File: config.mk
export PLATFORM = sky130hd
export DESIGN_NAME = byte_encode12
export DESIGN_NICKNAME = d
export VERILOG_FILES = /design/src/rtl/kyber_pkg.sv /design/src/rtl/coef_reduce.sv /design/src/rtl/byte_encode12.sv
export SDC_FILE = /design/constraint.sdc
export NUM_CORES = 1
export LEC_CHECK = 0
export CORE_MARGIN = 5
export CORE_UTILIZATION = 48
export CTS_BUF_LIST = sky130_fd_sc_hd__clkbuf_8 sky130_fd_sc_hd__clkbuf_16
export CTS_CLUSTER_SIZE = 30
export DETAILED_ROUTE_END_ITERATION = 7
export GPL_TIMING_DRIVEN = 0
export PLACE_DENSITY = 0.75
export SLEW_MARGIN = 20
export SYNTH_ARGS = -nofsm -noshare
export SYNTH_HDL_FRONTEND = slang
export SYNTH_HIERARCHICAL = 1
export SYNTH_SLANG_ARGS = --single-unit
File: constraint.sdc
create_clock -name clk -period 1.9 [get_ports clk]
set_input_delay 0.38 -clock clk [delete_from_list [all_inputs] [get_ports clk]]
set_output_delay 0.38 -clock clk [all_outputs]
set_load 0.005 [all_outputs]
File: src/rtl/kyber_pkg.sv
// Shared Kyber constants, the conditional modular subtraction and the
// byte-encoder state type.
package kyber_pkg;

  localparam int KYBER_Q = 3329;
  localparam int KYBER_N = 256;
  localparam int COEF_W  = 12;

  // A single subtraction is enough: the largest 12-bit input is below 2*Q.
  function automatic logic [COEF_W-1:0] cond_sub_q(input logic [COEF_W-1:0] c);
    if (c >= COEF_W'(KYBER_Q)) begin
      return c - COEF_W'(KYBER_Q);
    end
    return c;
  endfunction

  typedef enum logic [2:0] {
    ST_IDLE   = 3'd0,
    ST_LOAD_A = 3'd1,
    ST_LOAD_B = 3'd2,
    ST_EMIT0  = 3'd3,
    ST_EMIT1  = 3'd4,
    ST_EMIT2  = 3'd5,
    ST_DONE   = 3'd6
  } enc_state_t;

endpackage

File: src/rtl/coef_reduce.sv
// Combinational reduction of a 12-bit coefficient into [0, Q).
module coef_reduce
  import kyber_pkg::*;
(
  input  logic [COEF_W-1:0] i_coef,
  output logic [COEF_W-1:0] o_coef_red
);

  assign o_coef_red = cond_sub_q(i_coef);

endmodule

File: src/rtl/byte_encode12.sv
// Streaming packer: reduces coefficient pairs and emits each pair as three
// little-endian bytes.
//
// Handshakes: a transfer happens on a rising edge where valid & ready are
// both high; valid never depends on ready, and the payload is held stable
// while valid is high and ready is low.
module byte_encode12
  import kyber_pkg::*;
#(
  parameter int N = KYBER_N
) (
  input  logic              clk,
  input  logic              rst,
  input  logic              start,
  input  logic              coef_valid,
  input  logic [COEF_W-1:0] coef_data,
  output logic              coef_ready,
  output logic              byte_valid,
  output logic [7:0]        byte_data,
  input  logic              byte_ready,
  output logic              busy,
  output logic              done,
  output enc_state_t        dbg_state
);

  localparam int PAIRS = N / 2;
  localparam int CW    = (PAIRS > 1) ? $clog2(PAIRS) : 1;
  localparam logic [CW-1:0] LAST_PAIR = CW'(PAIRS - 1);

  enc_state_t          r_state;
  enc_state_t          w_next;
  logic [CW-1:0]       r_pair_cnt;
  logic [2*COEF_W-1:0] r_pair;
  logic                r_coef_ready;
  logic                r_byte_valid;
  logic                r_busy;
  logic                r_done;
  logic [COEF_W-1:0]   w_coef_red;
  logic                w_coef_hs;
  logic                w_byte_hs;

  coef_reduce u_coef_reduce (
    .i_coef     (coef_data),
    .o_coef_red (w_coef_red)
  );

  assign w_coef_hs = coef_valid & r_coef_ready;
  assign w_byte_hs = r_byte_valid & byte_ready;

  always_comb begin
    w_next = r_state;
    case (r_state)
      ST_IDLE, ST_DONE: if (start)     w_next = ST_LOAD_A;
      ST_LOAD_A:        if (w_coef_hs) w_next = ST_LOAD_B;
      ST_LOAD_B:        if (w_coef_hs) w_next = ST_EMIT0;
      ST_EMIT0:         if (w_byte_hs) w_next = ST_EMIT1;
      ST_EMIT1:         if (w_byte_hs) w_next = ST_EMIT2;
      ST_EMIT2: begin
        if (w_byte_hs) w_next = (r_pair_cnt == LAST_PAIR) ? ST_DONE : ST_LOAD_A;
      end
      default:          w_next = ST_IDLE;
    endcase
  end

  // Status outputs are registered from the next state so they line up with r_state.
  always_ff @(posedge clk) begin
    if (rst) begin
      r_state      <= ST_IDLE;
      r_pair_cnt   <= '0;
      r_pair       <= '0;
      r_coef_ready <= 1'b0;
      r_byte_valid <= 1'b0;
      r_busy       <= 1'b0;
      r_done       <= 1'b0;
    end else begin
      r_state      <= w_next;
      r_coef_ready <= (w_next == ST_LOAD_A) || (w_next == ST_LOAD_B);
      r_byte_valid <= (w_next == ST_EMIT0) || (w_next == ST_EMIT1) || (w_next == ST_EMIT2);
      r_busy       <= (w_next != ST_IDLE) && (w_next != ST_DONE);
      r_done       <= (w_next == ST_DONE);
      case (r_state)
        ST_IDLE, ST_DONE: if (start) r_pair_cnt <= '0;
        ST_LOAD_A: if (w_coef_hs) r_pair[COEF_W-1:0]        <= w_coef_red;
        ST_LOAD_B: if (w_coef_hs) r_pair[2*COEF_W-1:COEF_W] <= w_coef_red;
        ST_EMIT2: begin
          if (w_byte_hs && (r_pair_cnt != LAST_PAIR)) r_pair_cnt <= r_pair_cnt + 1'b1;
        end
        default: ;
      endcase
    end
  end

  // {a1, a0} laid out so each output byte is a plain byte slice.
  always_comb begin
    case (r_state)
      ST_EMIT0: byte_data = r_pair[7:0];
      ST_EMIT1: byte_data = r_pair[15:8];
      ST_EMIT2: byte_data = r_pair[23:16];
      default:  byte_data = 8'h00;
    endcase
  end

  assign coef_ready = r_coef_ready;
  assign byte_valid = r_byte_valid;
  assign busy       = r_busy;
  assign done       = r_done;
  assign dbg_state  = r_state;

endmodule
==> results of run 1 <==
## cells by family (layout without fill, tap and decap cells)
logic type	count (synthesis)	count (layout)	share of synthesized area, %
xor+xnor	12	12	5.10
buf+inv	17	59	3.52
fa+ha+maj	3	3	1.82
simple gates	106	107	25.8
flops	38	38	36.9
mux	22	22	10.7
compound gates	52	52	16.1
## worst min-delay path: cells and delay by family (launching register included)
family	cells	cell delay, ns
flops	1	0.31
simple gates	1	0.05
compound gates	1	0.05
## flip-flops by register name, summed over array words and instances, names as in the netlist
signal      cells
r_pair         24
r_pair_cnt      7
dbg_state       3
busy            1
byte_valid      1
coef_ready      1
done            1
## cell type report
class                           instances  area (µm²)
Buffer                                 11        81.3
Timing Repair Buffer                   38         352
Clock buffer                            6        82.6
Fill cell                             357        1370
Multi-Input combinational cell        196        1350
Inverter                                4        15.0
Tap cell                               50        62.6
Sequential cell                        38         772
## per-stage QoR
step                      utilization (%)  setup slack (ns)  area, µm²  hold WS, ns
after floorplan                         -            0.0694       2060        0.433
after global placement               59.3            -0.494       2420        0.445
after detailed placement             59.3            -0.507       2420        0.447
after CTS                            63.5           0.00350       2590        0.457
after global routing                 66.4           -0.0313       2710        0.481
final                                66.4            0.0398       2710        0.459
## cells in the final DEF, fill, tap and decap left out, types with 3 or more instances in the layout
master | netlist | final
o21ai_0 | 12 | 5
xnor2_1 | 12 | 10
o21ai_1 | 0 | 7
buf_4 | 2 | 8
dfxtp_2 | 0 | 3
dfxtp_1 | 38 | 33
nor3_1 | 4 | 3
mux2i_4 | 0 | 3
clkbuf_2 | 0 | 3
nand3_1 | 9 | 9
nand2_1 | 41 | 41
and2_1 | 3 | 3
mux2i_1 | 21 | 16
dlymetal6s2s_1 | 0 | 3
a21boi_0 | 3 | 3
nor2_1 | 27 | 27
clkdlybuf4s50_1 | 0 | 16
a21oi_1 | 19 | 18
clkbuf_8 | 0 | 6
dlygate4sd2_1 | 0 | 4
clkbuf_1 | 9 | 5
clkdlybuf4s15_1 | 0 | 4
nand2b_1 | 5 | 4
## routing by layer
metal  vias up  global-route usage, %
li1        956                      -
met4         0                   7.18
met2        52                   29.5
met1       925                   25.3
met5         -                      0
met3         7                   3.96
## report_power, final
| part | leakage (nW) | internal, mW | switching (mW) |
|---|---|---|---|
| Clock | 0.0431 | 0.280 | 0.268 |
| Sequential | 0.310 | 0.821 | 0.0176 |
| Combinational | 0.605 | 0.205 | 0.194 |
## cells in the mapped netlist (all sizes together) (2+ instances only)
master / instances
nand2: 41
dfxtp: 38
nor2: 27
mux2i: 21
a21oi: 19
o21ai: 12
xnor2: 12
clkbuf: 9
nand3: 9
nand2b: 5
a21boi: 4
and2: 4
buf: 4
inv: 4
nor3: 4
and3: 3
ha: 3
nand4: 3
a31oi: 2
nor4: 2
o211ai: 2
o21a: 2
o21bai: 2
or3b: 2
## how the worst max path moves through the flow
| stage | from | endpoint | slack (ns) | cells past startpoint |
|---|---|---|---|---|
| finish | coef_data[6] | r_pair[13] | 0.04 | 7 |
| global route | coef_data[6] | r_pair[0] | -0.03 | 7 |
| CTS | dbg_state[0] | byte_data[6] | 0.004 | 6 |
| detailed placement | coef_data[0] | r_pair[13] | -0.51 | 9 |
| global placement | coef_data[0] | r_pair[1] | -0.49 | 9 |
| floorplan | r_pair_cnt[0] | coef_ready | 0.07 | 7 |
## repair_timing
action / 4_1_cts / 5_1_grt
pin swaps: 3 / 9
endpoints found under the setup margin: 31 / 32
resized for setup: 38 / 34
cloned: 1 / 1
setup buffers: 3 / 4
==> out/qor.csv, run 1 <==
stage;metric;value;unit
timing;Final Hold Fails;0;
worst_setup_path;crit start category;primary input;
timing;Tcrit/Tclk final;97.9;%
drt;metal3 WL;310;µm
worst_setup_path;Buf+Inv Stages, Crit Path;1;
global_routing;All-Layer GR Usage;18.8;%
placed_design;DPL Wire Length;3540;µm
global_routing;gr ovfl total;0;
clock_tree;clock latency on the worst-skew pair;0.29;ns
drt;Top Metal Used;met4;
worst_setup_path;R2R Setup Slk;0.12;ns
worst_setup_path;R2R cell count;6;
timing;Clock Skews;0.00251;ns
final_layout;fin nets;314;
hold_path;Hold Path Class;flop to flop;
worst_setup_path;CP required;2.06;ns
synthesis;Post-synth EDFFs;0;
drt;first-pass detailed-route iteration total;4;
final_layout;area grow syn2layout;31.6;%
worst_setup_path;Reg2Reg Launch Point;dbg_state[0];
power_and_ir_drop;Cell Pwr Density;658;nW/µm²
power_and_ir_drop;Peak VDD IR;0.000372;V
die;width of the die;75.5;µm
die;starting density of the core;50.5;%
synthesis;Seq/Total Area, Yosys;36.9;%
timing;min Tclk post-route;1.86;ns
worst_setup_path;slowest CP cell;clkdlybuf4s50_1;
die;core area;4090;µm²
synthesis;FF+latch count, synth;38;
timing;Slew HR;64.0;%
power_and_ir_drop;Pleak;0.958;nW
synthesis;ys flop type;dfxtp_1;
synthesis;Yosys warning count;6;
drt;vias after detailed routing;1940;
drt;number of DRC markers in iteration 0;122;
synthesis;Mean Syn Cell Area;8.25;µm²
worst_setup_path;Critical Path Fanout Max;8;
drt;Routed met1 length;2370;µm
clock_tree;CTS Buffer Depth;2;
die;die height;75.5;µm
global_routing;initial antenna violation count;0;
timing;Setup TNS;0;ns
placed_design;port buffer count;30;
worst_setup_path;crit path capture type;flop;
outcome;run status;finished, final reports clean;
die;Die Area;5710;µm²
run;max_cap viols;0;
drt;Routed Antenna Nets;0;
hold_path;Hold EP;r_pair[5];
worst_setup_path;Worst Path Arrival;2.02;ns
timing;unrepaired setup endpoints after global routing;true;
placed_design;Final Wtd Congestion;0.829;
synthesis;ys async rst share;0;%
power_and_ir_drop;total power;1.78;mW
drt;routed len/inst;15.1;µm
clock_tree;TritonCTS Sinks;38;
drt;Detailed Route WL;5170;µm
synthesis;Syn Nets;270;
drt;met2 wire length;2390;µm
placed_design;Placed Cells;330;
hold_path;worst hold stages;2;
clock_tree;Clk pin slew, worst setup/hold paths;0.07;ns
clock_tree;CTS Hold Bufs;0;
global_routing;vias in the first global route;1725;
worst_setup_path;crit path kind;primary input to flop;
timing;final setup vio count;0;
die;Boundary Pins;32;
final_layout;Final Instance Count excl. Fillers;343;
timing;pin slew with the least headroom to its limit;0.540;ns
clock_tree;H-tree depth;2;
synthesis;post-synth top area cell;dfxtp_1;
synthesis;Synth Instances;250;
synthesis;synthesized area;2060;µm²
clock_tree;CTS tree;built;
final_layout;ant diodes;0;
synthesis;Yosys top cell area share;36.9;%
clock_tree;total CTS buffers;5;
timing;Final Max Tran Viols;0;
global_routing;largest net degree at the start of global routing;11;
final_layout;ratio of cells with drive above 1 in the final layout;19.1;%
die;Rows;23;
drt;post-DR vias/cell;5.66;
synthesis;Synth area leaders;dfxtp_1 37%, mux2i_1 10%, nand2_1 7.5%;
global_routing;global-route wire length before repair;8130;µm
synthesis;Unique masters post-synth;47;
hold_path;worst hold path startpoint;r_pair[5];
worst_setup_path;Crit path max-delay family;simple AND/OR/NAND/NOR gates;
worst_setup_path;CP cell instances;clkdlybuf4s50_1 -> nor4_4 -> nand4_4 -> and2_4 -> mux2i_4 -> mux2i_1 -> nor2_1;
clock_tree;Root Driver;clkbuf_8;
timing;f_max;538;MHz
drt;DRC violations left;0;
worst_setup_path;reg-to-reg critical path endpoint;coef_ready;
worst_setup_path;Max stage delay on crit path;0.47;ns
(Power assumes the default switching activity.)
==> run 2, diff against run 1 <==
--- a/config.mk
+++ b/config.mk
@@ -5,7 +5,7 @@
 export SDC_FILE = /design/constraint.sdc
 export NUM_CORES = 1
 export LEC_CHECK = 0
-export CORE_MARGIN = 5
+export CORE_MARGIN = 4
 export CORE_UTILIZATION = 48
 export CTS_BUF_LIST = sky130_fd_sc_hd__clkbuf_8 sky130_fd_sc_hd__clkbuf_16
 export CTS_CLUSTER_SIZE = 30
==> run 2 against run 1 <==
Die area shrank 5.2%. Hold slack lost 0.0027 ns. Via count shrank 0.57%. Power grew 0.29%. Routed wire length shrank 0.93%. Non-clock buffer count grew 3. Final cell count grew 1.5%. Clock skew grew 0.0038 ns. Register-to-register slack lost 0.07 ns. Largest cell class unchanged. Largest power group unchanged.
==> out/qor.csv, run 2 (synthesis gave the netlist of run 1 again) <==
stage;metric;value;unit;change
outcome;run status;finished, final reports clean;;
drt;DRC violations left;0;;unchanged
timing;Tcrit/Tclk final;97.4;%;-0.49 points
final_layout;final core utilization;66.5;%;+0.15 points
die;Die Area;5410;µm²;-5.2%
placed_design;DPL Wire Length;3430;µm;-3.1%
global_routing;vias in the first global route;1686;;-2.3%
drt;first-pass detailed-route iteration total;4;;unchanged
die;die height;73.5;µm;-2.6%
power_and_ir_drop;Cell Pwr Density;658;nW/µm²;about the same
timing;final setup vio count;0;;unchanged
global_routing;global-route wire length before repair;7850;µm;-3.5%
final_layout;ratio of cells with drive above 1 in the final layout;19.8;%;+0.69 points
final_layout;area grow syn2layout;31.9;%;
timing;Clock Skews;0.00629;ns;+0.00378 ns
drt;number of DRC markers in iteration 0;95;;-22%
clock_tree;CTS tree;built;;
worst_setup_path;R2R cell count;6;;unchanged
worst_setup_path;crit path capture type;flop;;
placed_design;dpl ws;-0.513;ns;-0.00674 ns
final_layout;Biggest register;r_pair;;
power_and_ir_drop;Peak VDD IR;0.000300;V;-19%
run;max_cap viols;0;;unchanged
global_routing;All-Layer GR Usage;18.6;%;-0.18 points
timing;Final Hold Fails;0;;unchanged
worst_setup_path;crit path kind;flop to flop;;
timing;Final Worst Setup Slack;0.0492;ns;+0.00931 ns
drt;vias after detailed routing;1929;;-0.57%
placed_design;Placed Cells;330;;unchanged
hold_path;Hold Path Class;flop to flop;;
placed_design;Final Wtd Congestion;0.842;;+1.5%
die;core area;4090;µm²;unchanged
clock_tree;CTS Buffer Depth;2;;unchanged
die;width of the die;73.5;µm;-2.6%
drt;routed len/inst;14.7;µm;-2.4%
final_layout;most frequent cells in the layout;41 x nand2_1, 35 x dfxtp_1, 27 x nor2_1;;
timing;Setup TNS;0;ns;unchanged
global_routing;gr ovfl total;0;;unchanged
clock_tree;H-tree depth;2;;unchanged
worst_setup_path;Critical Path Fanout Max;7;;-1
drt;Routed Antenna Nets;0;;unchanged
drt;post-DR vias/cell;5.54;;-2.0%
timing;worst hold margin;0.456;ns;-0.00266 ns
worst_setup_path;Worst Path Arrival;2.07;ns;+0.05 ns
worst_setup_path;CP required;2.12;ns;+0.06 ns
timing;Slew HR;65.1;%;+1.2 points
clock_tree;total CTS buffers;5;;unchanged
clock_tree;TritonCTS Sinks;38;;unchanged
worst_setup_path;crit start category;flop;;
clock_tree;Clk pin slew, worst setup/hold paths;0.07;ns;about the same
final_layout;fin nets;317;;+0.96%
timing;Final Max Tran Viols;0;;unchanged
power_and_ir_drop;Pleak;1.01;nW;+5.1%
clock_tree;Root Driver;clkbuf_8;;
final_layout;fill count;312;;-13%
final_layout;max FFs per register;24;;unchanged
final_layout;ant diodes;0;;unchanged
timing;min Tclk post-route;1.85;ns;-0.00931 ns
final_layout;commonest non-fill, non-tap cell in the layout;nand2_1;;
die;Rows;23;;unchanged
drt;Detailed Route WL;5120;µm;-0.93%
die;starting density of the core;50.5;%;unchanged
global_routing;largest net degree at the start of global routing;12;;+1
hold_path;worst hold stages;2;;unchanged
timing;f_max;540;MHz;+0.50%
die;Boundary Pins;32;;unchanged
clock_tree;clock latency on the worst-skew pair;0.29;ns;about the same
final_layout;Final Instance Count excl. Fillers;348;;+1.5%
placed_design;port buffer count;30;;unchanged
final_layout;fin area;2720;µm²;+0.23%
power_and_ir_drop;total power;1.79;mW;+0.29%
global_routing;initial antenna violation count;0;;unchanged
timing;pin slew with the least headroom to its limit;0.523;ns;-0.0174 ns
placed_design;Placed Area;2420;µm²;unchanged
## run 2: area by class of cell
type                    count  area (µm²)  share of cell area (%)
plain buffers              11        80.1                    2.95
clock buffers               6        82.6                    3.04
clock inverters             2        8.76                   0.322
inverters                   4        15.0                   0.552
multi-input cells         196        1340                    49.1
flip-flops and latches     38         769                    28.3
well taps                  50        62.6                    2.30
repair buffers             41         364                    13.4
## run 2: what timing repair did
| action | in CTS | in global routing |
|---|---|---|
| setup endpoints to repair | 31 | 29 |
| gates resized for setup | 37 | 35 |
| pin swaps | 2 | 3 |
| setup buffers | 4 | 6 |
| gates cloned | 1 | 1 |
| hold buffers | 0 | 0 |
## run 2: power breakdown
| part | internal [mW] | leakage (nW) | switching [mW] |
|---|---|---|---|
| sequential | 0.821 | 0.309 | 0.0168 |
| combinational | 0.202 | 0.645 | 0.194 |
| clock | 0.287 | 0.0524 | 0.269 |
| total | 1.31 | 1.01 | 0.479 |
## run 2: layer usage
metal | GRT usage, % | share of wire, %
met1 | 24.9 | 47
met2 | 30.6 | 48
met3 | 2.74 | 3.6
met4 | 6.04 | 1.3
met5 | 0 | 0
## run 2: path summary, 6_finish.rpt
check / from / end / slack, ns
setup / recovery: dbg_state[0] / coef_ready / 0.05
hold / removal: r_pair[5] / r_pair[5] / 0.46
setup reg to reg: dbg_state[0] / coef_ready / 0.05
hold reg to reg: r_pair[5] / r_pair[5] / 0.46
## run 2: worst max-delay path, cell delays in order (launching register included)
cell and delay, ns:
dfxtp_2 0.34, buf_6 0.13, or3b_4 0.39, or2_4 0.26, o311a_4 0.14, or3_4 0.39
a21oi_2 0.12
